### config.mk
export PLATFORM = sky130hd
export DESIGN_NAME = bcd_display_scanner_flat
export DESIGN_NICKNAME = d
export VERILOG_FILES = /design/src/rtl/display_pkg.sv /design/src/rtl/bcd_display_scanner_if.sv /design/src/rtl/bcd_to_7seg.sv /design/src/rtl/bcd_display_scanner.sv /design/src/flat_wrapper.sv
export SDC_FILE = /design/constraint.sdc
export NUM_CORES = 1
export LEC_CHECK = 0
export CAP_MARGIN = 10
export CORE_MARGIN = 2
export CORE_UTILIZATION = 35
export CTS_BUF_LIST = sky130_fd_sc_hd__clkbuf_8
export CTS_CLUSTER_DIAMETER = 120
export CTS_CLUSTER_SIZE = 8
export DETAILED_ROUTE_END_ITERATION = 10
export PLACE_DENSITY_LB_ADDON = 0.05
export SLEW_MARGIN = 20
export SYNTH_ARGS = -nofsm -noshare
export SYNTH_HDL_FRONTEND = slang
export SYNTH_SLANG_ARGS = --single-unit
### constraint.sdc
create_clock -name clk -period 2.3 [get_ports clk]
set_input_delay 0.69 -clock clk [delete_from_list [all_inputs] [get_ports clk]]
set_output_delay 0.69 -clock clk [all_outputs]
set_load 0.01 [all_outputs]
### src/rtl/display_pkg.sv
// Shared seven-segment constants for display blocks: active-low patterns,
// bit order {g,f,e,d,c,b,a}.
package display_pkg;

  localparam int BCD_W = 4;

  localparam logic [6:0] SEG_BLANK = 7'h7F;
  localparam logic [6:0] SEG_DASH  = 7'h3F;

  localparam logic [6:0] SEG_0 = 7'h40;
  localparam logic [6:0] SEG_1 = 7'h79;
  localparam logic [6:0] SEG_2 = 7'h24;
  localparam logic [6:0] SEG_3 = 7'h30;
  localparam logic [6:0] SEG_4 = 7'h19;
  localparam logic [6:0] SEG_5 = 7'h12;
  localparam logic [6:0] SEG_6 = 7'h02;
  localparam logic [6:0] SEG_7 = 7'h78;
  localparam logic [6:0] SEG_8 = 7'h00;
  localparam logic [6:0] SEG_9 = 7'h10;

endpackage

### src/rtl/bcd_display_scanner_if.sv
// Display-side bundle of the BCD scanner: digit/dp inputs and registered
// segment, anode and frame outputs. There is no back-pressure: inputs are
// sampled level-wise every clock and outputs are valid every clock.
interface bcd_display_scanner_if #(
  parameter int NUM_DIGITS = 2
);

  logic                      enable;
  logic [4*NUM_DIGITS-1:0]   digits_in;
  logic [NUM_DIGITS-1:0]     dp_in;
  logic [6:0]                seg_n;
  logic                      dp_n;
  logic [NUM_DIGITS-1:0]     an_n;
  logic                      frame_done;

  modport master (
    output enable, digits_in, dp_in,
    input  seg_n, dp_n, an_n, frame_done
  );

  modport slave (
    input  enable, digits_in, dp_in,
    output seg_n, dp_n, an_n, frame_done
  );

endinterface

### src/rtl/bcd_to_7seg.sv
// Combinational BCD to active-low seven-segment decoder; codes 10-15 show
// a dash.
module bcd_to_7seg
  import display_pkg::*;
(
  input  logic [BCD_W-1:0] i_bcd,
  output logic [6:0]       o_seg_n
);

  always_comb begin
    o_seg_n = SEG_DASH;
    case (i_bcd)
      4'd0:    o_seg_n = SEG_0;
      4'd1:    o_seg_n = SEG_1;
      4'd2:    o_seg_n = SEG_2;
      4'd3:    o_seg_n = SEG_3;
      4'd4:    o_seg_n = SEG_4;
      4'd5:    o_seg_n = SEG_5;
      4'd6:    o_seg_n = SEG_6;
      4'd7:    o_seg_n = SEG_7;
      4'd8:    o_seg_n = SEG_8;
      4'd9:    o_seg_n = SEG_9;
      default: o_seg_n = SEG_DASH;
    endcase
  end

endmodule

### src/rtl/bcd_display_scanner.sv
// Time-multiplexed BCD display scanner with frame-synchronous shadow capture.
// Optional build macro LEADING_ZERO_BLANK_EN blanks leading zero digits.
module bcd_display_scanner
  import display_pkg::*;
#(
  parameter int NUM_DIGITS  = 2,
  parameter int REFRESH_DIV = 50000
) (
  input  logic                  clk,
  input  logic                  reset,
  bcd_display_scanner_if.slave  bus
);

  localparam int PRESC_W = $clog2(REFRESH_DIV);
  localparam int IDX_W   = $clog2(NUM_DIGITS);

  localparam logic [PRESC_W-1:0] PRESC_LAST = PRESC_W'(REFRESH_DIV - 1);
  localparam logic [IDX_W-1:0]   IDX_LAST   = IDX_W'(NUM_DIGITS - 1);

  logic [PRESC_W-1:0]          r_presc;
  logic [IDX_W-1:0]            r_idx;
  logic [BCD_W*NUM_DIGITS-1:0] r_shadow_digits;
  logic [NUM_DIGITS-1:0]       r_shadow_dp;
  logic [6:0]                  r_seg_n;
  logic                        r_dp_n;
  logic [NUM_DIGITS-1:0]       r_an_n;
  logic                        r_frame_done;

  logic                        w_tick;
  logic                        w_wrap;
  logic [BCD_W-1:0]            w_digit_arr [NUM_DIGITS];
  logic [BCD_W-1:0]            w_nibble;
  logic                        w_dp;
  logic [NUM_DIGITS-1:0]       w_an_n;
  logic [6:0]                  w_seg_dec;
  logic [6:0]                  w_seg_next;
  logic                        w_dp_next;

  assign w_tick = bus.enable && (r_presc == PRESC_LAST);
  assign w_wrap = w_tick && (r_idx == IDX_LAST);

  for (genvar g = 0; g < NUM_DIGITS; g++) begin : g_digit
    assign w_digit_arr[g] = r_shadow_digits[BCD_W*g +: BCD_W];
  end

  // Digit mux and one-cold anode pattern share the same index compare.
  always_comb begin
    w_nibble = '0;
    w_dp     = 1'b0;
    w_an_n   = '1;
    for (int k = 0; k < NUM_DIGITS; k++) begin
      if (r_idx == IDX_W'(k)) begin
        w_nibble  = w_digit_arr[k];
        w_dp      = r_shadow_dp[k];
        w_an_n[k] = 1'b0;
      end
    end
  end

  bcd_to_7seg u_dec (
    .i_bcd   (w_nibble),
    .o_seg_n (w_seg_dec)
  );

`ifdef LEADING_ZERO_BLANK_EN
  logic [IDX_W-1:0] w_msd;
  logic             w_blank;

  // Highest non-zero shadow digit; an all-zero value leaves digit 0 lit.
  always_comb begin
    w_msd = '0;
    for (int k = 1; k < NUM_DIGITS; k++) begin
      if (w_digit_arr[k] != 4'd0) begin
        w_msd = IDX_W'(k);
      end
    end
  end

  assign w_blank    = (r_idx > w_msd);
  assign w_seg_next = w_blank ? SEG_BLANK : w_seg_dec;
  assign w_dp_next  = w_blank | ~w_dp;
`else
  assign w_seg_next = w_seg_dec;
  assign w_dp_next  = ~w_dp;
`endif

  always_ff @(posedge clk or posedge reset) begin
    if (reset) begin
      r_presc         <= '0;
      r_idx           <= '0;
      r_shadow_digits <= '0;
      r_shadow_dp     <= '0;
      r_seg_n         <= SEG_BLANK;
      r_dp_n          <= 1'b1;
      r_an_n          <= '1;
      r_frame_done    <= 1'b0;
    end else if (!bus.enable) begin
      // Idle: track inputs so the first enabled frame shows current data.
      r_presc         <= '0;
      r_idx           <= '0;
      r_shadow_digits <= bus.digits_in;
      r_shadow_dp     <= bus.dp_in;
      r_seg_n         <= SEG_BLANK;
      r_dp_n          <= 1'b1;
      r_an_n          <= '1;
      r_frame_done    <= 1'b0;
    end else begin
      r_presc <= w_tick ? '0 : r_presc + PRESC_W'(1);
      if (w_tick) begin
        r_idx <= w_wrap ? '0 : r_idx + IDX_W'(1);
      end
      if (w_wrap) begin
        r_shadow_digits <= bus.digits_in;
        r_shadow_dp     <= bus.dp_in;
      end
      r_seg_n      <= w_seg_next;
      r_dp_n       <= w_dp_next;
      r_an_n       <= w_an_n;
      r_frame_done <= w_wrap;
    end
  end

  assign bus.seg_n      = r_seg_n;
  assign bus.dp_n       = r_dp_n;
  assign bus.an_n       = r_an_n;
  assign bus.frame_done = r_frame_done;

endmodule

### src/flat_wrapper.sv
// flat-port wrapper written by rule: the top's interface ports become plain ports
module bcd_display_scanner_flat import display_pkg::*;
#(
  parameter int NUM_DIGITS  = 2,
  parameter int REFRESH_DIV = 50000
)
  (clk, reset, bus_enable, bus_digits_in, bus_dp_in, bus_seg_n, bus_dp_n, bus_an_n, bus_frame_done);
  bcd_display_scanner_if #(.NUM_DIGITS(NUM_DIGITS)) bus_i ();
  input  logic clk;
  input  logic reset;
  input wire logic [$bits(bus_i.enable)-1:0] bus_enable;
  input wire logic [$bits(bus_i.digits_in)-1:0] bus_digits_in;
  input wire logic [$bits(bus_i.dp_in)-1:0] bus_dp_in;
  output wire logic [$bits(bus_i.seg_n)-1:0] bus_seg_n;
  output wire logic [$bits(bus_i.dp_n)-1:0] bus_dp_n;
  output wire logic [$bits(bus_i.an_n)-1:0] bus_an_n;
  output wire logic [$bits(bus_i.frame_done)-1:0] bus_frame_done;
  assign bus_i.enable = bus_enable;
  assign bus_i.digits_in = bus_digits_in;
  assign bus_i.dp_in = bus_dp_in;
  assign bus_seg_n = bus_i.seg_n;
  assign bus_dp_n = bus_i.dp_n;
  assign bus_an_n = bus_i.an_n;
  assign bus_frame_done = bus_i.frame_done;
  bcd_display_scanner #(.NUM_DIGITS(NUM_DIGITS), .REFRESH_DIV(REFRESH_DIV)) u_core (.clk(clk), .reset(reset), .bus(bus_i));
endmodule
==> results.py, run 1 <==
metrics = {
    "global_route": {
        "grt_max_degree": 39,
        "grt_overflow": 0,
        "grt_pass1_vias": 1290,
        "grt_first_pass_wirelength_mm": 6.20,
        "grt.total_usage_pct": 13.6,
        "antenna_found_initial": 0,
    },
    "placed_design": {
        "gp_congestion": 0.789,
        "place_area_um2": 2150,
        "place_hpwl_mm": 2.50,
        "port_buffers": 23,
    },
    "cts": {
        "htreeDepth": 2,
        "cts-root-buf": "clkbuf_8",
        "cts_hold_buf": 0,
        "cts_buffers": 5,
        "post-cts-setup-buffers": 0,
        "cts_resized": 0,
        "clk_pin_slew_ns": 0.07,
        "clock_sinks": 38,
        "insertion_delay_ns": 0.29,
        "cts_buffer_depth": 2,
        "cts_tree": "built",
    },
    "finish": {
        "final_cell_mix": "dfrtp_1 (28), clkdlybuf4s50_1 (23), nor2_1 (16)",
        "final_util_pct": 44.2,
        "syn_to_final_growth_pct": 22.6,
        "antenna_cells": 0,
        "design_area_um2": 2240,
        "layout_commonest_cell": "dfrtp_1",
        "drive_gt1_share_pct": 18.8,
        "fillCellCount": 523,
        "nets": 209,
    },
    "synth": {
        "netlist_area_um2": 1830,
        "yosys_warnings": 0,
        "synthCells": 162,
        "synth_seq_cells": 38,
        "ys_types": 26,
        "avgSynthCellArea_um2": 11.3,
        "synth_seq_area_share_pct": 52.7,
        "synth_fp_nets": 181,
    },
    "worst_setup_path": {
        "crit_type": "flop to output pin",
        "critPathRequiredTime_ns": 1.61,
        "cp.arrival_ns": 1.34,
        "start_kind": "flop",
        "cp_top_family": "flip-flops",
        "cp_slowest_cell": "dfstp_2",
        "path_cells": "clkdlybuf4s50_1",
        "crit_path_max_fanout": 1,
        "path_buf_inv": 1,
        "crit_path_end_kind": "output pin",
        "worst-path-stages": 1,
        "cpPeakStageDelay_ns": 0.53,
        "worstRegToRegCells": 5,
    },
    "routing": {
        "drcViolationCount": 0,
        "vias": 1237,
        "routed_wl_mm": 3.44,
        "post_drt_wl_per_cell_um": 13.2,
        "via_per_inst": 4.74,
        "drt_first_pass_iters": 4,
        "antenna_left": 0,
        "dr.first_iter.drc_count": 66,
    },
    "timing": {
        "slew_viol_final": 0,
        "relSlewSlack_pct": 67.2,
        "fin_skew_ns": 0.00369,
        "setup_viol": 0,
        "rsz0062_at_grt": "false",
        "fmax_mhz": 492,
        "setup_tns_ns": 0,
        "fin_hold_ws_ns": 0.495,
        "worst_slew_pin_slew_ns": 0.478,
        "min_period_ns": 2.03,
        "finalHoldViolations": 0,
        "fin_crit_sh_pct": 88.3,
    },
    "hold_path": {
        "hold_path_depth": 1,
        "min_path_type": "flop to flop",
    },
    "floorplanning": {
        "ios": 24,
        "core-area_um2": 5070,
        "die_x_um": 76.3,
        "core.rowCount": 26,
        "fp.dieH_um": 76.3,
        "floorplan.initialDensity_pct": 36.0,
        "die_area_um2": 5820,
    },
    "pwr": {
        "p_leak_nw": 0.928,
        "clkPwrFrac_pct": 33.9,
        "pwr-share-seq_pct": 53.3,
        "internal_power_w": 0.00104,
        "peakVddDrop_v": 0.000364,
        "power.density_nw_per_um2": 614,
        "p_sw_share_pct": 24.1,
        "power.switching_w": 0.000331,
        "p_comb_share_pct": 12.8,
    },
    "flow_run": {
        "drv_cap": 0,
    },
    "run_status": {
        "status": "completed",
    },
}
==> synth_stat cells <==
cell | count | area share (%)
o21ai_0 | 7 | 1.9
nor4_4 | 1 | 1.2
nor2_1 | 16 | 3.3
mux2_2 | 13 | 8.0
a21oi_1 | 6 | 1.6
mux2i_1 | 4 | 2.2
nor3_1 | 3 | 0.82
nor4bb_1 | 1 | 0.55
nand2_1 | 9 | 1.8
and4b_1 | 1 | 0.55
xor2_1 | 4 | 1.9
nor3b_1 | 1 | 0.41
and3_1 | 4 | 1.4
clkbuf_1 | 5 | 1.0
dfrtp_1 | 28 | 38
and2_1 | 3 | 1.0
nand3_1 | 7 | 1.9
dfstp_2 | 10 | 14
nand2b_1 | 3 | 1.0
ha_1 | 6 | 4.1
inv_1 | 6 | 1.2
o41ai_4 | 1 | 1.5
xnor2_1 | 11 | 5.3
nor4_1 | 5 | 1.7
nand4b_2 | 1 | 0.82
nand4_1 | 6 | 2.1
==> state kept, by name, indices dropped and copies added, names as in the netlist <==
signal                  flops
u_core.r_presc             16
u_core.r_shadow_digits      8
u_core.bus.frame_done       1
u_core.bus.seg_n            7
u_core.bus.an_n             2
u_core.bus.dp_n             1
u_core.r_shadow_dp          2
u_core.r_idx                1
==> path summary, 6_finish.rpt <==
kind	slack (ns)	from	to
max reg2reg	0.32	u_core.r_presc[10]	u_core.r_shadow_digits[7]
min in group asynchronous	0.80	reset	u_core.r_presc[6]
min	0.50	u_core.r_presc[0]	u_core.r_presc[0]
max in group asynchronous	1.13	reset	u_core.bus.seg_n[4]
min reg2reg	0.50	u_core.r_presc[0]	u_core.r_presc[0]
max	0.27	u_core.bus.seg_n[1]	bus_seg_n[1]
==> cell families (layout without fill, tap and decap cells) <==
family                     Yosys count  in the layout  synth area share (%)
AOI/OAI and AO/OA                   14             14                  5.06
muxes                               17             17                  10.2
buffers and inverters               11             40                  2.26
xor gates and xnor gates            15             15                  7.18
DFF                                 38             38                  52.7
adders and majority gates            6              6                  4.10
and+or+nand+nor                     61             61                  18.5
==> power by group through the flow <==
stage | clock network (W) | logic [W] | registers, W
after floorplan | 0 | 0.0000934 | 0.000750
final | 0.000467 | 0.000176 | 0.000733
after global placement | 0 | 0.000174 | 0.000744
after CTS | 0.000485 | 0.000180 | 0.000733
after global routing | 0.000524 | 0.000200 | 0.000739
after detailed placement | 0 | 0.000179 | 0.000745
==> routing by layer <==
| metal | track usage [%] | wire, um |
|---|---|---|
| met4 | 5.45 | 46 |
| met3 | 4.50 | 132 |
| met2 | 21.2 | 1620 |
| met5 | 0 | 0 |
| met1 | 17.5 | 1640 |
==> layout make-up <==
type                    instances  area, um2  area share, %
flip-flops and latches         38        963           43.0
multi-input cells             113        825           36.8
repair buffers                 26        253           11.3
well taps                      70       87.6           3.91
clock buffers                   6       82.6           3.68
inverters                       6       22.5           1.00
clock inverters                 2       8.76          0.391
==> per-stage QoR <==
step	power [W]	instances	worst slack, ns
2_1_floorplan	0.000843	162	0.316
3_3_place_gp	0.000918	253	0.300
3_5_place_dp	0.000925	253	0.251
4_1_cts	0.00140	261	0.250
5_1_grt	0.00146	261	0.205
6_report	0.00138	261	0.269
(Power assumes the default switching activity.)
==> run 2: changes to the inputs <==
- CORE_ASPECT_RATIO: not set -> 2
- TNS_END_PERCENT: not set -> 1
==> results.py, run 2 (same netlist as run 1, synthesis figures left out) <==
metrics = {
    "run_status": {
        "status": "completed",
    },
    "timing": {
        "finalHoldViolations": 0,
        "fin_skew_ns": 0.00958,
        "fmax_mhz": 490,
        "setup_tns_ns": 0,
        "worst_slew_pin_slew_ns": 0.519,
        "relSlewSlack_pct": 64.4,
        "rsz0062_at_grt": "false",
        "fin_crit_sh_pct": 88.8,
        "min_period_ns": 2.04,
        "setup_ws_ns": 0.257,
        "fin_hold_ws_ns": 0.512,
        "slew_viol_final": 0,
        "setup_viol": 0,
    },
    "finish": {
        "antenna_cells": 0,
        "drive_gt1_share_pct": 21.7,
        "syn_to_final_growth_pct": 25.3,
        "fillCellCount": 499,
        "nets": 216,
        "final_cell_mix": "dfrtp_1 (28), clkdlybuf4s50_1 (23), nor2_1 (16)",
        "largest-register": "u_core.r_presc",
        "largest_register_ffs": 16,
        "layout_commonest_cell": "dfrtp_1",
        "final_util_pct": 45.0,
    },
    "worst_setup_path": {
        "cp_top_family": "flip-flops",
        "rr_startpoint": "u_core.r_presc[10]",
        "worstRegToRegCells": 5,
        "r2r_end": "u_core.r_shadow_digits[2]",
        "endpoint": "bus_an_n[1]",
        "worst-path-stages": 1,
        "critPathRequiredTime_ns": 1.61,
        "reg2reg_slack_ns": 0.30,
        "crit_path_max_fanout": 1,
        "crit_type": "flop to output pin",
        "cpPeakStageDelay_ns": 0.54,
        "cp_slowest_cell": "dfstp_2",
        "path_buf_inv": 1,
        "path_cells": "clkdlybuf4s50_1",
        "critPathLaunch": "u_core.bus.an_n[1]",
        "crit_path_end_kind": "output pin",
        "start_kind": "flop",
        "cp.arrival_ns": 1.35,
    },
    "global_route": {
        "grt_max_degree": 29,
        "grt.total_usage_pct": 15.9,
        "antenna_found_initial": 0,
        "grt_pass1_vias": 1392,
        "grt_use_met3_pct": 2.95,
        "busiest_layer": "met2",
        "met1_usage_pct": 15.7,
        "met2_usage_pct": 30.2,
        "grt_first_pass_wirelength_mm": 6.61,
        "grt_overflow": 0,
    },
    "floorplanning": {
        "die_area_um2": 5860,
        "ios": 24,
        "floorplan.initialDensity_pct": 35.9,
        "core.rowCount": 37,
        "die_x_um": 55.1,
        "fp.dieH_um": 106,
        "core-area_um2": 5090,
    },
    "cts": {
        "post-cts-setup-buffers": 0,
        "clock_sinks": 38,
        "clk_pin_slew_ns": 0.08,
        "htreeDepth": 2,
        "cts_resized": 0,
        "cts_tree": "built",
        "cts_buffers": 5,
        "cts_hold_buf": 0,
        "cts-root-buf": "clkbuf_8",
        "cts_buffer_depth": 2,
        "insertion_delay_ns": 0.29,
    },
    "flow_run": {
        "drv_cap": 0,
    },
    "pwr": {
        "power.density_nw_per_um2": 610,
        "peakVddDrop_v": 0.000491,
        "p_leak_nw": 0.968,
    },
    "routing": {
        "post_drt_wl_per_cell_um": 15.8,
        "vias": 1308,
        "drcViolationCount": 0,
        "drt_first_pass_iters": 4,
        "antenna_left": 0,
        "via_per_inst": 5.11,
        "routed_wl_mm": 4.04,
        "dr.first_iter.drc_count": 16,
    },
    "placed_design": {
        "port_buffers": 23,
        "gp_congestion": 0.704,
        "place_hpwl_mm": 3.15,
        "preCtsSetupSlack_ns": 0.302,
    },
    "hold_path": {
        "min_path_type": "flop to flop",
    },
}
==> run 2: area by class of cell <==
class | count | area (um2) | share of cell area (%)
flip-flops and latches | 38 | 963 | 42.0
multi-input cells | 113 | 825 | 36.0
repair buffers | 33 | 318 | 13.9
clock buffers | 6 | 82.6 | 3.60
well taps | 58 | 72.6 | 3.17
inverters | 6 | 22.5 | 0.983
clock inverters | 2 | 8.76 | 0.382
==> run 2: where the power goes <==
group | total, W | switching [W] | internal, W
Combinational | 0.000189 | 0.0000885 | 0.000101
Sequential | 0.000734 | 0.0000188 | 0.000715
Clock | 0.000475 | 0.000237 | 0.000238
==> run 2: stage by stage <==
| step | instance area, um2 | instances | total power [W] |
|---|---|---|---|
| after global placement | 2200 | 248 | 0.000934 |
| after floorplan | 1830 | 162 | 0.000843 |
| final | 2290 | 256 | 0.00140 |
| after CTS | 2290 | 256 | 0.00142 |
| after detailed placement | 2200 | 248 | 0.000940 |
| after global routing | 2290 | 256 | 0.00146 |
==> run 2: layer usage <==
metal	part of all wire, %	vias up
met5	0	-
met4	1.7	0
met3	1.8	5
met2	61	15
met1	35	659
li1	-	629
==> run 2: how the worst min path moves through the flow <==
| stage | from | end | cells past startpoint |
|---|---|---|---|
| after floorplan | u_core.r_presc[0] | u_core.r_presc[0] | 1 |
| after global placement | u_core.r_shadow_digits[3] | u_core.r_shadow_digits[3] | 1 |
| after detailed placement | u_core.r_shadow_digits[4] | u_core.r_shadow_digits[4] | 1 |
| after CTS | u_core.r_presc[0] | u_core.r_presc[0] | 1 |
| after global routing | u_core.r_shadow_digits[4] | u_core.r_shadow_digits[4] | 1 |
| final | u_core.r_shadow_digits[3] | u_core.r_shadow_digits[3] | 1 |
==> run 3: changes to the inputs <==
- HOLD_SLACK_MARGIN: not set -> 0.15
==> results of run 3 <==
No change in the layout: final DEF, timing and power equal those of run 2.
